===== src/rtl/alu_pkg.sv =====
// Shared types for the ALU result path: result entry layout and IRQ handshake states.
package alu_pkg;

  localparam int unsigned DATA_W = 8;

  typedef logic [DATA_W-1:0] data_t;

  typedef enum logic [1:0] {
    IDLE  = 2'd0,
    PEND  = 2'd1,
    CLEAR = 2'd2
  } irq_state_t;

  typedef struct packed {
    logic  irq;
    data_t data;
  } alu_res_t;

  localparam int unsigned ALU_RES_W = $bits(alu_res_t);

endpackage


===== src/rtl/alu_res_fifo.sv =====
// First-word-fall-through FIFO of ALU result entries; a push into a full FIFO is
// accepted only when a pop happens on the same edge.
module alu_res_fifo
  import alu_pkg::*;
#(
  parameter int unsigned DEPTH = 8
) (
  input  logic                       clk,
  input  logic                       rst,
  input  logic                       i_push,
  input  logic                       i_pop,
  input  logic [ALU_RES_W-1:0]       i_wdata,
  output logic [ALU_RES_W-1:0]       o_rdata,
  output logic                       o_empty,
  output logic                       o_full,
  output logic [$clog2(DEPTH):0]     o_count
);

  localparam int unsigned PtrW = $clog2(DEPTH);
  localparam int unsigned CntW = PtrW + 1;

  logic [ALU_RES_W-1:0] r_mem [DEPTH];
  logic [PtrW-1:0]      r_wr_ptr;
  logic [PtrW-1:0]      r_rd_ptr;
  logic [CntW-1:0]      r_count;
  logic                 w_push;
  logic                 w_pop;

  assign o_empty = (r_count == '0);
  assign o_full  = (r_count == CntW'(DEPTH));
  assign o_count = r_count;
  assign w_pop   = i_pop && !o_empty;
  assign w_push  = i_push && (!o_full || w_pop);
  // Head is gated so the read port reads zero whenever nothing is stored.
  assign o_rdata = o_empty ? '0 : r_mem[r_rd_ptr];

  always_ff @(posedge clk) begin
    if (w_push) begin
      r_mem[r_wr_ptr] <= i_wdata;
    end
  end

  always_ff @(posedge clk or posedge rst) begin
    if (rst) begin
      r_wr_ptr <= '0;
      r_rd_ptr <= '0;
      r_count  <= '0;
    end else begin
      if (w_push) r_wr_ptr <= r_wr_ptr + PtrW'(1);
      if (w_pop)  r_rd_ptr <= r_rd_ptr + PtrW'(1);
      if (w_push && !w_pop) begin
        r_count <= r_count + CntW'(1);
      end else if (w_pop && !w_push) begin
        r_count <= r_count - CntW'(1);
      end
    end
  end

endmodule


===== src/rtl/alu_result_collector.sv =====
// Collects valid ALU results with their IRQ tag into a FIFO and runs the host
// interrupt / ALU clear handshake with a bounded clear timeout.
module alu_result_collector
  import alu_pkg::*;
#(
  parameter int unsigned DEPTH       = 8,
  parameter int unsigned CLR_TIMEOUT = 16
) (
  input  logic                   clk,
  input  logic                   alu_rst,
  input  logic [7:0]             alu_out,
  input  logic                   alu_irq,
  input  logic                   alu_res_vld,
  output logic                   alu_irq_clr,
  input  logic                   rd_en,
  output logic [7:0]             rd_data,
  output logic                   rd_irq_tag,
  output logic                   empty,
  output logic                   full,
  output logic [$clog2(DEPTH):0] count,
  output logic                   overflow,
  output logic                   host_irq,
  input  logic                   host_irq_ack,
  output logic                   clr_err,
  input  logic                   err_clr
);

  localparam int unsigned TmoW = $clog2(CLR_TIMEOUT) + 1;
  localparam logic [TmoW-1:0] TmoMax = TmoW'(CLR_TIMEOUT - 1);

  irq_state_t      r_state;
  logic [TmoW-1:0] r_tmo_cnt;
  logic            r_irq_prev;
  logic            r_host_irq;
  logic            r_irq_clr;
  logic            r_clr_err;
  logic            r_overflow;
  alu_res_t        w_wr_res;
  alu_res_t        w_rd_res;
  logic            w_full;
  logic            w_drop;

  assign w_wr_res = '{irq: alu_irq, data: alu_out};
  assign w_drop   = alu_res_vld && w_full && !rd_en;

  alu_res_fifo #(
    .DEPTH (DEPTH)
  ) u_fifo (
    .clk     (clk),
    .rst     (alu_rst),
    .i_push  (alu_res_vld),
    .i_pop   (rd_en),
    .i_wdata (w_wr_res),
    .o_rdata (w_rd_res),
    .o_empty (empty),
    .o_full  (w_full),
    .o_count (count)
  );

  assign full        = w_full;
  assign rd_data     = w_rd_res.data;
  assign rd_irq_tag  = w_rd_res.irq;
  assign host_irq    = r_host_irq;
  assign alu_irq_clr = r_irq_clr;
  assign clr_err     = r_clr_err;
  assign overflow    = r_overflow;

  always_ff @(posedge clk or posedge alu_rst) begin
    if (alu_rst) begin
      r_state    <= IDLE;
      r_tmo_cnt  <= '0;
      r_irq_prev <= 1'b0;
      r_host_irq <= 1'b0;
      r_irq_clr  <= 1'b0;
      r_clr_err  <= 1'b0;
      r_overflow <= 1'b0;
    end else begin
      r_irq_prev <= alu_irq;
      // Later assignments in this block override the clear, so a set event wins.
      if (err_clr) begin
        r_overflow <= 1'b0;
        r_clr_err  <= 1'b0;
      end
      if (w_drop) r_overflow <= 1'b1;
      case (r_state)
        IDLE: begin
          if (alu_irq && !r_irq_prev) begin
            r_state    <= PEND;
            r_host_irq <= 1'b1;
          end
        end
        PEND: begin
          if (host_irq_ack) begin
            r_state    <= CLEAR;
            r_tmo_cnt  <= '0;
            r_host_irq <= 1'b0;
            r_irq_clr  <= 1'b1;
          end
        end
        CLEAR: begin
          if (!alu_irq) begin
            r_state   <= IDLE;
            r_irq_clr <= 1'b0;
          end else if (r_tmo_cnt == TmoMax) begin
            r_state   <= IDLE;
            r_irq_clr <= 1'b0;
            r_clr_err <= 1'b1;
          end else begin
            r_tmo_cnt <= r_tmo_cnt + TmoW'(1);
          end
        end
        default: begin
          r_state    <= IDLE;
          r_host_irq <= 1'b0;
          r_irq_clr  <= 1'b0;
        end
      endcase
    end
  end

endmodule


===== config.mk =====
export PLATFORM = sky130hd
export DESIGN_NAME = alu_result_collector
export DESIGN_NICKNAME = d
export VERILOG_FILES = /design/src/rtl/alu_pkg.sv /design/src/rtl/alu_res_fifo.sv /design/src/rtl/alu_result_collector.sv
export SDC_FILE = /design/constraint.sdc
export NUM_CORES = 1
export LEC_CHECK = 0
export CAP_MARGIN = 20
export CORE_MARGIN = 1.5
export CORE_UTILIZATION = 61
export DETAILED_ROUTE_END_ITERATION = 16
export PLACE_DENSITY_LB_ADDON = 0.2
export RECOVER_POWER = 100
export SKIP_LAST_GASP = 1
export SYNTH_ARGS = -nofsm -noshare
export SYNTH_HDL_FRONTEND = slang
export SYNTH_SLANG_ARGS = --single-unit

===== constraint.sdc =====
create_clock -name clk -period 6.4 [get_ports clk]
set_input_delay 1.6 -clock clk [delete_from_list [all_inputs] [get_ports clk]]
set_output_delay 1.6 -clock clk [all_outputs]
set_load 0.005 [all_outputs]

==> results.tsv <==
metric	value	unit
status	complete, but fails checks	
violations	capacitance limit, slew limit	
ys_warn_count	0	
synth_common_cells	edfxtp_1 (72), dfrtp_1 (22), mux4_2 (18)	
crit_arrival	2.70	ns
period_needed	4.30	ns
die_w	82.8	microns
yosysTopAreaCellShare	55.6	%
ir_drop	0.000291	V
numPortBuffers	33	
antenna_found_initial	0	
num_vias	2062	
finalWirelength	6.73	mm
clkTransAtPathRegs	0.09	ns
cts_buffers	9	
netlist_area	3890	sq um
hold_viol	0	
synth_top_family_by_area	multiplexers	
grt_pass1_vias	2186	
synthFlopType	edfxtp_1	
gr-usage-met3	4.57	%
dpl_cell_area	4330	sq um
grt_start_max_net_pins	23	
antenna_left	0	
grt_usage	21.4	%
firstDrtPassIters	4	
initial_utilization	64.5	%
synthXorXnorAreaFrac	1.58	%
cp_slowest_cell	dfrtp_1	
start_kind	flop	
cts_max_level	3	
finClkSkew	0.00549	ns
nFillCells	389	
worstPathMaxFanout	13	
cts_buffer_depth	2	
dp_hpwl	4.33	mm
maxCapViolations	3	
met2_usage	35.7	%
diodes	0	
synthAdderAreaFrac	2.77	%
critPathTopFamily	buffers and inverters	
grtUsageMet1	28.2	%
ys_ff_latch	94	
crit_type	flop to output port	
synthCells	220	
clkLatencyLatePin	0.34	ns
grt_busiest_layer	met2	
hold_buffers	0	
tns	0	ns
die_y	82.8	microns
drc	0	
area_growth	15.0	%
total_leakage_power	1.61	nW
cts_setup_buffers	0	
postLayoutCoreUtil	74.2	%
dpl_worst_slack	2.39	ns
rsz0062_at_grt	false	
end_kind	output port	
synth.most_common_cell	edfxtp_1	
core-area	6030	sq um
ys_top_cells_by_area	edfxtp_1 (56%), dfrtp_1 (14%), mux4_2 (10%)	
seq_area_frac_synth	69.8	%
wire_per_inst	19.8	microns
synth_edf_count	72	
power.density	422	nW/um^2
clock_sinks	94	
synth_top_area_cell	edfxtp_1	
yosysUniqueCellTypes	42	
fin_ws	2.10	ns
setup_violations	0	
dieArea	6860	sq um
syn_area_per_cell	17.7	sq um
cts-resized-gates	0	
final.period_utilization	67.2	%
synthArstFlopShare	23.4	%
cts_tree	built	
min_path_type	flop to flop	
drt_first_iter_violations	132	
slowest_delay	0.65	ns
row_count	28	
ios	34	
gp_congestion	0.746	
synth-simple-area-share	5.83	%
p_total	1.89	mW
design_area	4470	sq um
path_buf_inv	2	
tightest_slew	1.60	ns
grt_pass1_wl	11.0	mm
overflow	0	
cp_data_required_time	4.80	ns
worstPathCellList	buf_4 > mux4_2 > a22o_1 > dlygate4sd3_1	
synth_compound_area_share	5.79	%
muxShareOfSynthArea	11.9	%
drive_above_1_share	14.0	%
slew_viol_final	21	
fmax	0.232	GHz
viasPerCell	6.06	
fin_nets	283	
syn_nets	243	
cts_root_buffer	clkbuf_8	
relSlewSlack	-7.37	%
[area by class of cell]
cell class	instances	area (sq um)	area share, %
clock inverters	7	63.8	1.43
clock buffers	9	124	2.77
repair buffers	37	349	7.81
well taps	75	93.8	2.10
flip-flops and latches	94	2710	60.7
multi-input cells	104	1070	24.0
inverters	14	52.6	1.18
[path summary, 6_finish.rpt]
check | startpoint | to | slack, ns | cells after the start
hold reg to reg | r_tmo_cnt[4] | r_tmo_cnt[4] | 0.50 | 1
max in group asynchronous | alu_rst | host_irq | 4.02 | 2
setup reg to reg | u_fifo.o_count[0] | u_fifo.o_count[3] | 2.98 | 9
min in group asynchronous | alu_rst | clr_err | 1.86 | 2
hold / removal | r_tmo_cnt[4] | r_tmo_cnt[4] | 0.50 | 1
setup / recovery | u_fifo.r_rd_ptr[0] | rd_data[7] | 2.10 | 4
[state kept, by name, summed over array words and instances (netlist names), 2 cells and up]
| register | count |
|---|---|
| u_fifo.r_mem | 72 |
| r_state | 2 |
| u_fifo.r_wr_ptr | 3 |
| u_fifo.o_count | 4 |
| u_fifo.r_rd_ptr | 3 |
| r_tmo_cnt | 5 |
[where the power goes]
part,switching (mW),total [mW],leakage [nW],internal (mW)
logic,0.266,0.625,0.590,0.358
registers,0.112,0.891,0.928,0.779
clock network,0.194,0.372,0.0945,0.178
[cell usage in the layout (no fill, tap or decap), drive strengths merged, types with 2 or more instances in the layout]
master         synthesis  layout
mux2                   3       3
clkbuf                 4      12
nand3b                 2       2
xnor2                  7       7
mux2i                  2       2
nor3b                  2       2
ha                     7       7
nand2                  4       4
a22o                  11      11
or4                    2       2
dlygate4sd3            0      30
nor4                   3       3
o21ai                  4       4
nor2                   4       4
nand2b                 2       2
clkinv                 0       4
a21oi                  5       5
o211ai                 3       3
mux4                  18      18
edfxtp                72      72
inv                   14      15
dfrtp                 22      22
nor4b                  2       2
nor3                   4       4
nand3                  6       6
clkdlybuf4s50          0       3
[metrics by stage]
step | hold slack (ns) | cells
after floorplan | 0.450 | 220
after global placement | 0.460 | 324
after detailed placement | 0.473 | 324
after CTS | 0.493 | 340
after global routing | 0.519 | 340
final | 0.495 | 340
[kinds of logic (layout without fill, tap and decap cells)]
family | after synthesis | count (layout)
adders and majority gates | 8 | 8
DFF | 94 | 94
buffers and inverters | 22 | 67
xor gates and xnor gates | 7 | 7
muxes | 23 | 23
and+or+nand+nor | 37 | 37
AOI/OAI and AO/OA | 29 | 29
[routing by layer]
metal | share of wire [%] | routed length (microns)
met2 | 52 | 3480
met4 | 1.4 | 91
met5 | 0 | 0
met1 | 43 | 2930
met3 | 3.4 | 228
Note: power is estimated with default switching activity, not from simulation.
